**config.mk**
```make
export PLATFORM = sky130hd
export DESIGN_NAME = id_stage_p
export DESIGN_NICKNAME = d
export VERILOG_FILES = /design/src/rtl/id_pkg.sv /design/src/rtl/id_regfile.sv /design/src/rtl/id_stage_p.sv
export SDC_FILE = /design/constraint.sdc
export NUM_CORES = 1
export LEC_CHECK = 0
export BUFFER_PORTS_ARGS = -buffer_cell sky130_fd_sc_hd__buf_4
export CAP_MARGIN = 20
export CORE_MARGIN = 5
export CORE_UTILIZATION = 28
export CTS_BUF_LIST = sky130_fd_sc_hd__clkbuf_4 sky130_fd_sc_hd__clkbuf_8 sky130_fd_sc_hd__clkbuf_16
export CTS_CLUSTER_SIZE = 25
export DETAILED_ROUTE_END_ITERATION = 16
export MAX_ROUTING_LAYER = met4
export PLACE_DENSITY = 0.53
export SLEW_MARGIN = 5
export SYNTH_ARGS = -nofsm -noshare
export SYNTH_HDL_FRONTEND = slang
export SYNTH_SLANG_ARGS = --single-unit
```
**constraint.sdc**
```tcl
create_clock -name clk -period 12.4 [get_ports clk]
set_input_delay 3.1 -clock clk [delete_from_list [all_inputs] [get_ports clk]]
set_output_delay 3.1 -clock clk [all_outputs]
set_load 0.05 [all_outputs]
```
**src/rtl/id_pkg.sv**
```systemverilog
// Shared decode definitions for the 16-bit-ISA instruction-decode stage:
// opcode values, instruction field positions and the decoded control bundle.
package id_pkg;

  localparam int OP_HI  = 15;
  localparam int OP_LO  = 12;
  localparam int RD_HI  = 11;
  localparam int RD_LO  = 8;
  localparam int RS_HI  = 7;
  localparam int RS_LO  = 4;
  localparam int RT_HI  = 3;
  localparam int RT_LO  = 0;
  localparam int BRC_HI = 11;
  localparam int BRC_LO = 9;

  localparam logic [3:0] OP_ALU_LAST = 4'h7;
  localparam logic [3:0] OP_LW       = 4'h8;
  localparam logic [3:0] OP_SW       = 4'h9;
  localparam logic [3:0] OP_LIL      = 4'hA;
  localparam logic [3:0] OP_LIH      = 4'hB;
  localparam logic [3:0] OP_BR       = 4'hC;
  localparam logic [3:0] OP_JAL      = 4'hD;
  localparam logic [3:0] OP_JR       = 4'hE;
  localparam logic [3:0] OP_HLT      = 4'hF;

  localparam logic [3:0] LINK_REG = 4'd15;

  typedef enum logic [1:0] {
    IMM_NONE,
    IMM_4,
    IMM_8,
    IMM_9
  } imm_sel_e;

  // useA/useB: the instruction consumes read port A/B (drives operands and hazard check)
  typedef struct packed {
    logic       we;
    logic       memRd;
    logic       memWr;
    logic       br;
    logic       jump;
    logic       halt;
    logic       useA;
    logic       useB;
    logic       link;
    logic [3:0] aluOp;
    logic [3:0] dst;
    logic [2:0] brCond;
    imm_sel_e   immSel;
  } ctrl_t;

endpackage

```
**src/rtl/id_regfile.sv**
```systemverilog
// 16-entry register file: two combinational read ports, one write port.
// Optional hard-wired zero R0 and same-cycle write-back forwarding.
module id_regfile
  import id_pkg::*;
#(
  parameter int DATA_W    = 16,
  parameter bit ZERO_R0   = 1'b1,
  parameter bit WB_BYPASS = 1'b1
) (
  input  logic              clk,
  input  logic              rst,
  input  logic [3:0]        raddrA,
  input  logic [3:0]        raddrB,
  output logic [DATA_W-1:0] rdataA,
  output logic [DATA_W-1:0] rdataB,
  input  logic              we,
  input  logic [3:0]        waddr,
  input  logic [DATA_W-1:0] wdata
);

  logic [DATA_W-1:0] mem [16];
  logic              wrEn;

  assign wrEn = we && !(ZERO_R0 && (waddr == 4'd0));

  always_ff @(posedge clk or posedge rst) begin
    if (rst) begin
      for (int i = 0; i < 16; i++) mem[i] <= '0;
    end else if (wrEn) begin
      mem[waddr] <= wdata;
    end
  end

  function automatic logic [DATA_W-1:0] readPort(input logic [3:0] a);
    if (ZERO_R0 && (a == 4'd0)) return '0;
    if (WB_BYPASS && we && (waddr == a)) return wdata;
    return mem[a];
  endfunction

  always_comb begin
    rdataA = readPort(raddrA);
    rdataB = readPort(raddrB);
  end

endmodule

```
**src/rtl/id_stage_p.sv**
```systemverilog
// Decode stage: decodes one instruction per cycle into a registered ID/EX stage,
// with load-use interlock, flush and a sticky halt that refuses input until reset.
module id_stage_p
  import id_pkg::*;
#(
  parameter int DATA_W    = 16,
  parameter bit ZERO_R0   = 1'b1,
  parameter bit WB_BYPASS = 1'b1
) (
  input  logic              clk,
  input  logic              rst,
  input  logic              in_valid,
  input  logic [15:0]       in_instr,
  input  logic [DATA_W-1:0] in_pc,
  output logic              in_ready,
  input  logic              flush,
  input  logic              wb_we,
  input  logic [3:0]        wb_addr,
  input  logic [DATA_W-1:0] wb_data,
  output logic              out_valid,
  input  logic              out_ready,
  output logic [DATA_W-1:0] out_p0,
  output logic [DATA_W-1:0] out_p1,
  output logic [DATA_W-1:0] out_imm,
  output logic [DATA_W-1:0] out_link,
  output logic [3:0]        out_dst,
  output logic              out_we,
  output logic              out_mem_rd,
  output logic              out_mem_wr,
  output logic              out_br,
  output logic              out_jump,
  output logic [3:0]        out_alu_op,
  output logic [2:0]        out_br_cond,
  output logic              halted
);

  logic [3:0] op, rd, rs, rt;
  assign op = in_instr[OP_HI:OP_LO];
  assign rd = in_instr[RD_HI:RD_LO];
  assign rs = in_instr[RS_HI:RS_LO];
  assign rt = in_instr[RT_HI:RT_LO];

  ctrl_t ctrl;

  always_comb begin
    ctrl        = '0;
    ctrl.immSel = IMM_NONE;
    if (op <= OP_ALU_LAST) begin
      ctrl.we    = 1'b1;
      ctrl.useA  = 1'b1;
      ctrl.useB  = 1'b1;
      ctrl.dst   = rd;
      ctrl.aluOp = op;
    end else begin
      case (op)
        OP_LW: begin
          ctrl.we     = 1'b1;
          ctrl.memRd  = 1'b1;
          ctrl.useA   = 1'b1;
          ctrl.dst    = rd;
          ctrl.immSel = IMM_4;
        end
        OP_SW: begin
          ctrl.memWr  = 1'b1;
          ctrl.useA   = 1'b1;
          ctrl.useB   = 1'b1;
          ctrl.immSel = IMM_4;
        end
        OP_LIL, OP_LIH: begin
          ctrl.we     = 1'b1;
          ctrl.useA   = 1'b1;
          ctrl.dst    = rd;
          ctrl.aluOp  = op;
          ctrl.immSel = IMM_8;
        end
        OP_BR: begin
          ctrl.br     = 1'b1;
          ctrl.brCond = in_instr[BRC_HI:BRC_LO];
          ctrl.immSel = IMM_9;
        end
        OP_JAL: begin
          ctrl.jump = 1'b1;
          ctrl.we   = 1'b1;
          ctrl.dst  = LINK_REG;
          ctrl.link = 1'b1;
        end
        OP_JR: begin
          ctrl.jump = 1'b1;
          ctrl.useA = 1'b1;
        end
        default: ctrl.halt = 1'b1;
      endcase
    end
  end

  // Load-immediate reads its own destination; store reads rd as the data operand
  logic [3:0] addrA, addrB;
  assign addrA = (op == OP_LIL || op == OP_LIH) ? rd : rs;
  assign addrB = (op == OP_SW) ? rd : rt;

  logic [DATA_W-1:0] rdataA, rdataB;

  id_regfile #(
    .DATA_W   (DATA_W),
    .ZERO_R0  (ZERO_R0),
    .WB_BYPASS(WB_BYPASS)
  ) uRegfile (
    .clk   (clk),
    .rst   (rst),
    .raddrA(addrA),
    .raddrB(addrB),
    .rdataA(rdataA),
    .rdataB(rdataB),
    .we    (wb_we),
    .waddr (wb_addr),
    .wdata (wb_data)
  );

  logic [DATA_W-1:0] immVal, p0Val, p1Val, linkVal;

  always_comb begin
    immVal = '0;
    case (ctrl.immSel)
      IMM_4:   immVal = {{(DATA_W-4){in_instr[3]}}, in_instr[3:0]};
      IMM_8:   immVal = {{(DATA_W-8){in_instr[7]}}, in_instr[7:0]};
      IMM_9:   immVal = {{(DATA_W-9){in_instr[8]}}, in_instr[8:0]};
      default: immVal = '0;
    endcase
  end

  assign p0Val   = ctrl.useA ? rdataA : '0;
  assign p1Val   = ctrl.useB ? rdataB : '0;
  assign linkVal = ctrl.link ? in_pc + DATA_W'(1) : '0;

  logic hazard, advance, accept;

  assign hazard  = out_valid && out_mem_rd &&
                   ((ctrl.useA && (out_dst == addrA)) || (ctrl.useB && (out_dst == addrB)));
  assign advance = !out_valid || out_ready;
  assign in_ready = (advance && !hazard && !halted) || flush;
  assign accept  = in_valid && in_ready && !flush;

  always_ff @(posedge clk or posedge rst) begin
    if (rst) begin
      out_valid   <= 1'b0;
      out_p0      <= '0;
      out_p1      <= '0;
      out_imm     <= '0;
      out_link    <= '0;
      out_dst     <= '0;
      out_we      <= 1'b0;
      out_mem_rd  <= 1'b0;
      out_mem_wr  <= 1'b0;
      out_br      <= 1'b0;
      out_jump    <= 1'b0;
      out_alu_op  <= '0;
      out_br_cond <= '0;
      halted      <= 1'b0;
    end else begin
      if (flush) begin
        out_valid <= 1'b0;
      end else if (advance) begin
        // HLT is consumed but travels on as a bubble
        out_valid <= accept && !ctrl.halt;
        if (accept) begin
          out_p0      <= p0Val;
          out_p1      <= p1Val;
          out_imm     <= immVal;
          out_link    <= linkVal;
          out_dst     <= ctrl.dst;
          out_we      <= ctrl.we;
          out_mem_rd  <= ctrl.memRd;
          out_mem_wr  <= ctrl.memWr;
          out_br      <= ctrl.br;
          out_jump    <= ctrl.jump;
          out_alu_op  <= ctrl.aluOp;
          out_br_cond <= ctrl.brCond;
        end
      end
      if (accept && ctrl.halt) halted <= 1'b1;
    end
  end

endmodule
```
### Yosys cells after proc, flatten, opt, wreduce, memory -nomap -nowiden

Cells that the tools add are included.

| word-level totals | value |
|---|---|
| output and inout bits | 83 |
| logic and storage cells | 139 |
| flip-flop bits (word level) | 338 |
| input port bits | 58 |

| cells by class | value |
|---|---|
| multiplexer cells | 49 |
| $lt $le $gt $ge | 5 |
| eq/ne operators | 14 |
| add/subtract/negate cells | 1 |
| bitwise logic cells | 4 |
| reduce and logical (&&, ||, !) cells | 36 |

Operators with widths:

| cell | number |
|---|---|
| bitwise mux 256 bit | 1 |
| 2-to-1 mux 16 bit | 16 |
| binary-select mux 16 bit (select 4 bit) | 2 |
| demux 16 bit (select 4 bit) | 1 |
| one-hot mux 16 bit (3 select lines) | 1 |
| == test 4 bit, second input constant | 7 |
| 2-to-1 mux 1 bit | 18 |
| adder 16 x 1 -> 16 bit, second input constant | 1 |
| == test 4 bit | 4 |
| greater-or-equal comparator 5 bit, second input constant | 3 |
| NOT 4 -> 5 bit | 3 |
| logical AND 1 bit | 14 |
| logical NOT 4 bit | 3 |
| 2-to-1 mux 4 bit | 3 |
| 2-to-1 mux 5 bit | 2 |
| 2-to-1 mux 8 bit | 1 |
| one-hot mux 4 bit (2 select lines) | 1 |
| OR reduction 7 bit | 1 |
| logical NOT 1 bit | 6 |
| one-hot mux 2 bit (3 select lines) | 1 |
| OR reduction 2 bit | 3 |
| < comparator 5 x 1 -> 1 bit, second input constant | 1 |
| OR reduction 5 bit | 1 |
| == test 2 bit, second input constant | 2 |
| other kinds (10) | 13 |

### Longest topological paths before layout

| logic depth | value |
|---|---|
| depth after elaboration | 16 |
| gate-level depth with buffers | 12 |
| gate-level depth less buffers | 7 |

### By module

From an unflattened synthesis, not the netlist that was laid out.

| second synthesis, totals | value |
|---|---|
| cells, all modules | 1438 |
| area total of the unflattened synthesis | 18223.7 um^2 |

Modules (own cells, without submodules):

| module | cells an instance | area each (um^2) | times used |
|---|---|---|---|
| id_regfile | 1050 | 14133.6 | 1 |
| id_stage_p | 388 | 4090.2 | 1 |

### Worst setup path after synthesis

Ideal clock, no wire load.

| timing | value |
|---|---|
| kind | in2out |
| start | input port in_instr[14] |
| end | output port in_ready |
| path buffers | 3 |
| stages | 9 |
| path slack | 2.909 ns |
| arrival time | 6.391 ns |
| required time | 9.300 ns |
| cells stage by stage | buf_6 -> nor4bb_1 -> buf_4 -> mux2i_1 -> xnor2_1 -> nor3_1 -> and3_1 -> clkbuf_1 -> o41ai_1 |

| on the way | value |
|---|---|
| word-level cells in the longest chain between the ends | 11 |

Ends and longest elaborated chain:

| element | line | RTL |
|---|---|---|
| start, declared | id_stage_p.sv:13 | `input logic [15:0] in_instr,` |
| == test 4 bit, on equally long branches | id_stage_p.sv:55, id_stage_p.sv:98, id_stage_p.sv:99 |  |
| OR reduction 5 bit (no source line) / logical OR 1 bit (equally long branches) | - |  |
| 2-to-1 mux 1 bit / 2-to-1 mux 4 bit (equally long branches) | id_stage_p.sv:55, id_stage_p.sv:98 |  |
| 2-to-1 mux 2 bit / == test 4 bit (equally long branches) | id_stage_p.sv:48, id_stage_p.sv:138 |  |
| logical AND 1 bit | id_stage_p.sv:138 | `((ctrl.useA && (out_dst == addrA)) \|\| (ctrl.useB && (out_dst == addrB)));` |
| logical OR 1 bit (*) | id_stage_p.sv:138 |  |
| logical AND 1 bit (*) | id_stage_p.sv:137 | `assign hazard = out_valid && out_mem_rd &&` |
| logical NOT 1 bit (*) | id_stage_p.sv:140 | `assign in_ready = (advance && !hazard && !halted) \|\| flush;` |
| logical AND 1 bit (*) (2 in series) | id_stage_p.sv:140 |  |
| logical OR 1 bit (*) | id_stage_p.sv:140 |  |
| end, declared | id_stage_p.sv:15 | `output logic in_ready,` |

Mark *: on every way between the ends. The rest lies on a longest branch, timed or not.

### Final worst setup path

| timing | value |
|---|---|
| start | input port in_instr[15] |
| end | output port in_ready |

Same word-level chain as after synthesis.

==> summary.md <==
| Metric | Value |
|---|---|
| I/O Buffers | 140 |
| Reg2reg start | out_valid |
| Post-route cell area | 21000 um^2 |
| CP Launch Type | input pin |
| Routed Wire Length | roughly 58000 um |
| Crit end category | output port |
| Worst-path maximum fanout | 14 |
| Synth async-reset ratio | 100% |
| Clock root buffer | clkbuf_16 |
| Peak supply drop | around 0.10 mV |
| DR vias/cell | 5.33 |
| Data arrival time of the critical path | between 6 and 7 ns |
| Worst path max stage delay | 0.92 ns |
| DR WL/cell | 23.8 um |
| CTS max path bufs | 3 |
| Status | completed |
| RSZ-0062 raised after global routing | no |
| Post-Layout Cell Count | 2443 |
| Fmax | between 0.1 and 0.15 GHz |
| Least-Margin Pin Slew | 1.19 ns |
| Maximum capacitance violations | 0 |
| R2r setup slk | about 9.1 ns |
| Initial antenna violation count | 1 |
| Worst Skew | about 0.027 ns |
| Placed instance count | about 2400 |
| Reg2Reg Capture Point | out_p0[11] |
| Post-DP HPWL | between 30000 and 40000 um |
| Synth Warn # | 0 |
| Number of top-level pins | about 140 |
| Final Slew Violations | 0 |
| Static Leak | 0.00916 uW |
| Synth top area cells | dfrtp_1 46%, mux2_2 20%, mux2i_1 8.0%, mux4_2 3.8%, nand2_1 2.5% |
| WP data required | 9.30 ns |
| Share of post-route cells with drive strength above 1 | 39.3% |
| Most frequent cells in the layout | 331 x dfrtp_1, 315 x mux2_2, 172 x buf_4 |
| Final period utilization | about three quarters |
| Final setup TNS | 0 ns |
| Cell area power density | ~170 nW/um^2 |
| Core box area | 63300 um^2 |
| Gp weighted congestion | approximately 0.84 |
| R2R depth | 5 |
| Cell area after synthesis | ~18000 um^2 |
| CP most frequent cell | buf_4 |
| Synth cell types | a little under 60 |
| Yosys reg bits | 331 |
| Hold WS | approximately 0.40 ns |
| Setup-failing EPs final | 0 |
| Critical-path cell list | buf_4 > nor4bb_4 > mux2i_1 > xnor2_1 > nor3_1 > and3_1 > o41ai_1 > buf_4 |
| Number of synthesized flops with an enable pin | 0 |
| # hold bufs at CTS | 0 |
| Syn nets | between 1500 and 2000 |
| Die area | ~69000 um^2 |
| First-pass DRT Iterations | 5 |
| Commonest non-fill, non-tap cell in the layout | dfrtp_1 |
| Drt drc | 0 |
| Total CTS buffers | 37 |
| Vias in the first global route | about 14000 |
| Endpoints failing hold | 0 |
| DR iter-0 viols | ~1200 |
| Hold Startpoint | uRegfile.mem[244] |
| Most used DFF post-synth | dfrtp_1 |
| Hold depth | 0 |
| Row count | between 90 and 100 |
| Relative slew margins | 20.5% |
| Post-Synthesis Cells | 1495 |
| Mapped Avg Cell Area | 12.0 um^2 |
| Die X | 263 um |
| Final #Nets | ~1600 |
| H-tree depth | 2 |
| CP Class | in -> out |
| Post-synth top area cell | dfrtp_1 |
| Detail Route Antenna Nets | 0 |
| Gates resized, CTS repair | 0 |
| CTS tree | done |
| Largest net degree at the start of global routing | ~120 |
| Slowest CP cell | nor4bb_4 |
| Num Clock Sinks | ~330 |
| Period minus WS final | around 9.2 ns |
| First-pass GRT wire length | around 88000 um |
| Via count | ~13000 |
| Synth-to-layout area growth | 17.1% |
| Overflow after GRT | 0 |
| Setup bufs post-CTS | 0 |
| Util after Layout | between 30% and 40% |
| Synth top area share | 46.1% |
| Hold EP | uRegfile.mem[244] |
| Clock Pin Slew Worst Setup and Hold Paths | roughly 0.06 ns |
| Clock Latency Late Sink | approximately 0.54 ns |
| Post-synthesis sequential area ratio | a little under half |
| DP Area | 19800 um^2 |
| Initial Util | between 20% and 30% |
| GR Util All Layers | between 15 and 20% |
| Die H | 263 um |
| Hold Crit Class | reg -> reg |
[worst max-delay path: cells and delay by family]
family / cells / cell delay [ns]
AO/OA/AOI/OAI: 1 / 0.14
XOR/XNOR: 1 / 0.13
buffers and inverters: 2 / 0.37
multiplexers: 1 / 0.64
AND/OR/NAND/NOR: 3 / 1.77
[worst max-delay path by stage]
stage | startpoint | endpoint | slack (ns)
6_report | in_instr[15] | in_ready | 3.15
4_1_cts | in_instr[15] | in_ready | 3.17
5_1_grt | in_instr[15] | in_ready | 2.88
3_5_place_dp | in_instr[15] | in_ready | 3.20
3_3_place_gp | in_instr[13] | in_ready | 3.25
2_1_floorplan | rst | halted | 0.13
[state kept, by name, summed over array words and instances, names as in the netlist]
register and count:
out_br 1, out_dst 4, halted 1, out_mem_rd 1, out_mem_wr 1, out_link 16
out_alu_op 4, out_imm 9, out_jump 1, out_br_cond 3, out_p1 16, out_valid 1
uRegfile.mem 256, out_we 1, out_p0 16
[report_power, final]
group / total, uW / switching, uW / internal, uW
clock: 1080 / 458 / 623
combinational: 995 / 546 / 449
sequential: 1500 / 184 / 1310
total: 3570 / 1190 / 2380
[metal layers]
layer / GRT usage (%) / vias up / routed length (um)
li1: - / 5698 / -
met1: 22.6 / 6736 / 26400
met2: 25.9 / 450 / 26400
met3: 3.16 / 129 / 3450
met4: 4.89 / 0 / 1930
met5: - / - / 0
[layout make-up]
class	instances	area [um^2]
repair buffers	175	1360
well taps	846	1060
clock inverters	9	53.8
diodes	1	2.50
inverters	10	45.0
clock buffers	54	1120
fillers	6351	42300
multi-input cells	1017	9110
flip-flops and latches	331	8280
[Yosys cell counts, drive strengths merged (2+ instances only)]
master  instances
a21oi          22
a221o          16
a22o           15
a22oi          37
a31oi           6
a32o           44
a32oi           2
and2            4
and3            5
buf            55
clkbuf         82
dfrtp         331
inv            10
mux2          320
mux2i         144
mux4           30
nand2         118
nand2b          5
nand3          14
nand3b          3
nand4           5
nor2           83
nor2b           8
nor3           21
nor3b           3
o21ai          18
o221ai         16
o22ai          17
o31ai          10
o41ai           2
or2             2
or3             7
xnor2          19
xor2            7
[metrics by stage]
step	worst slack [ns]	total power [uW]
6_report	3.15	3570
5_1_grt	2.88	3740
4_1_cts	3.17	3610
3_5_place_dp	3.20	2510
3_3_place_gp	3.25	2480
2_1_floorplan	0.132	2190
[cell families after synthesis]
kind of cell	Yosys count	synth area share, %
XOR/XNOR	26	1.27
AO/OA/AOI/OAI	212	9.75
multiplexers	494	31.9
AND/OR/NAND/NOR	284	7.14
flip-flops	331	46.1
buffers and inverters	147	3.83
adder cells (fa/ha/maj)	1	0.0696
No activity file was read; power rests on OpenSTA's default activity.
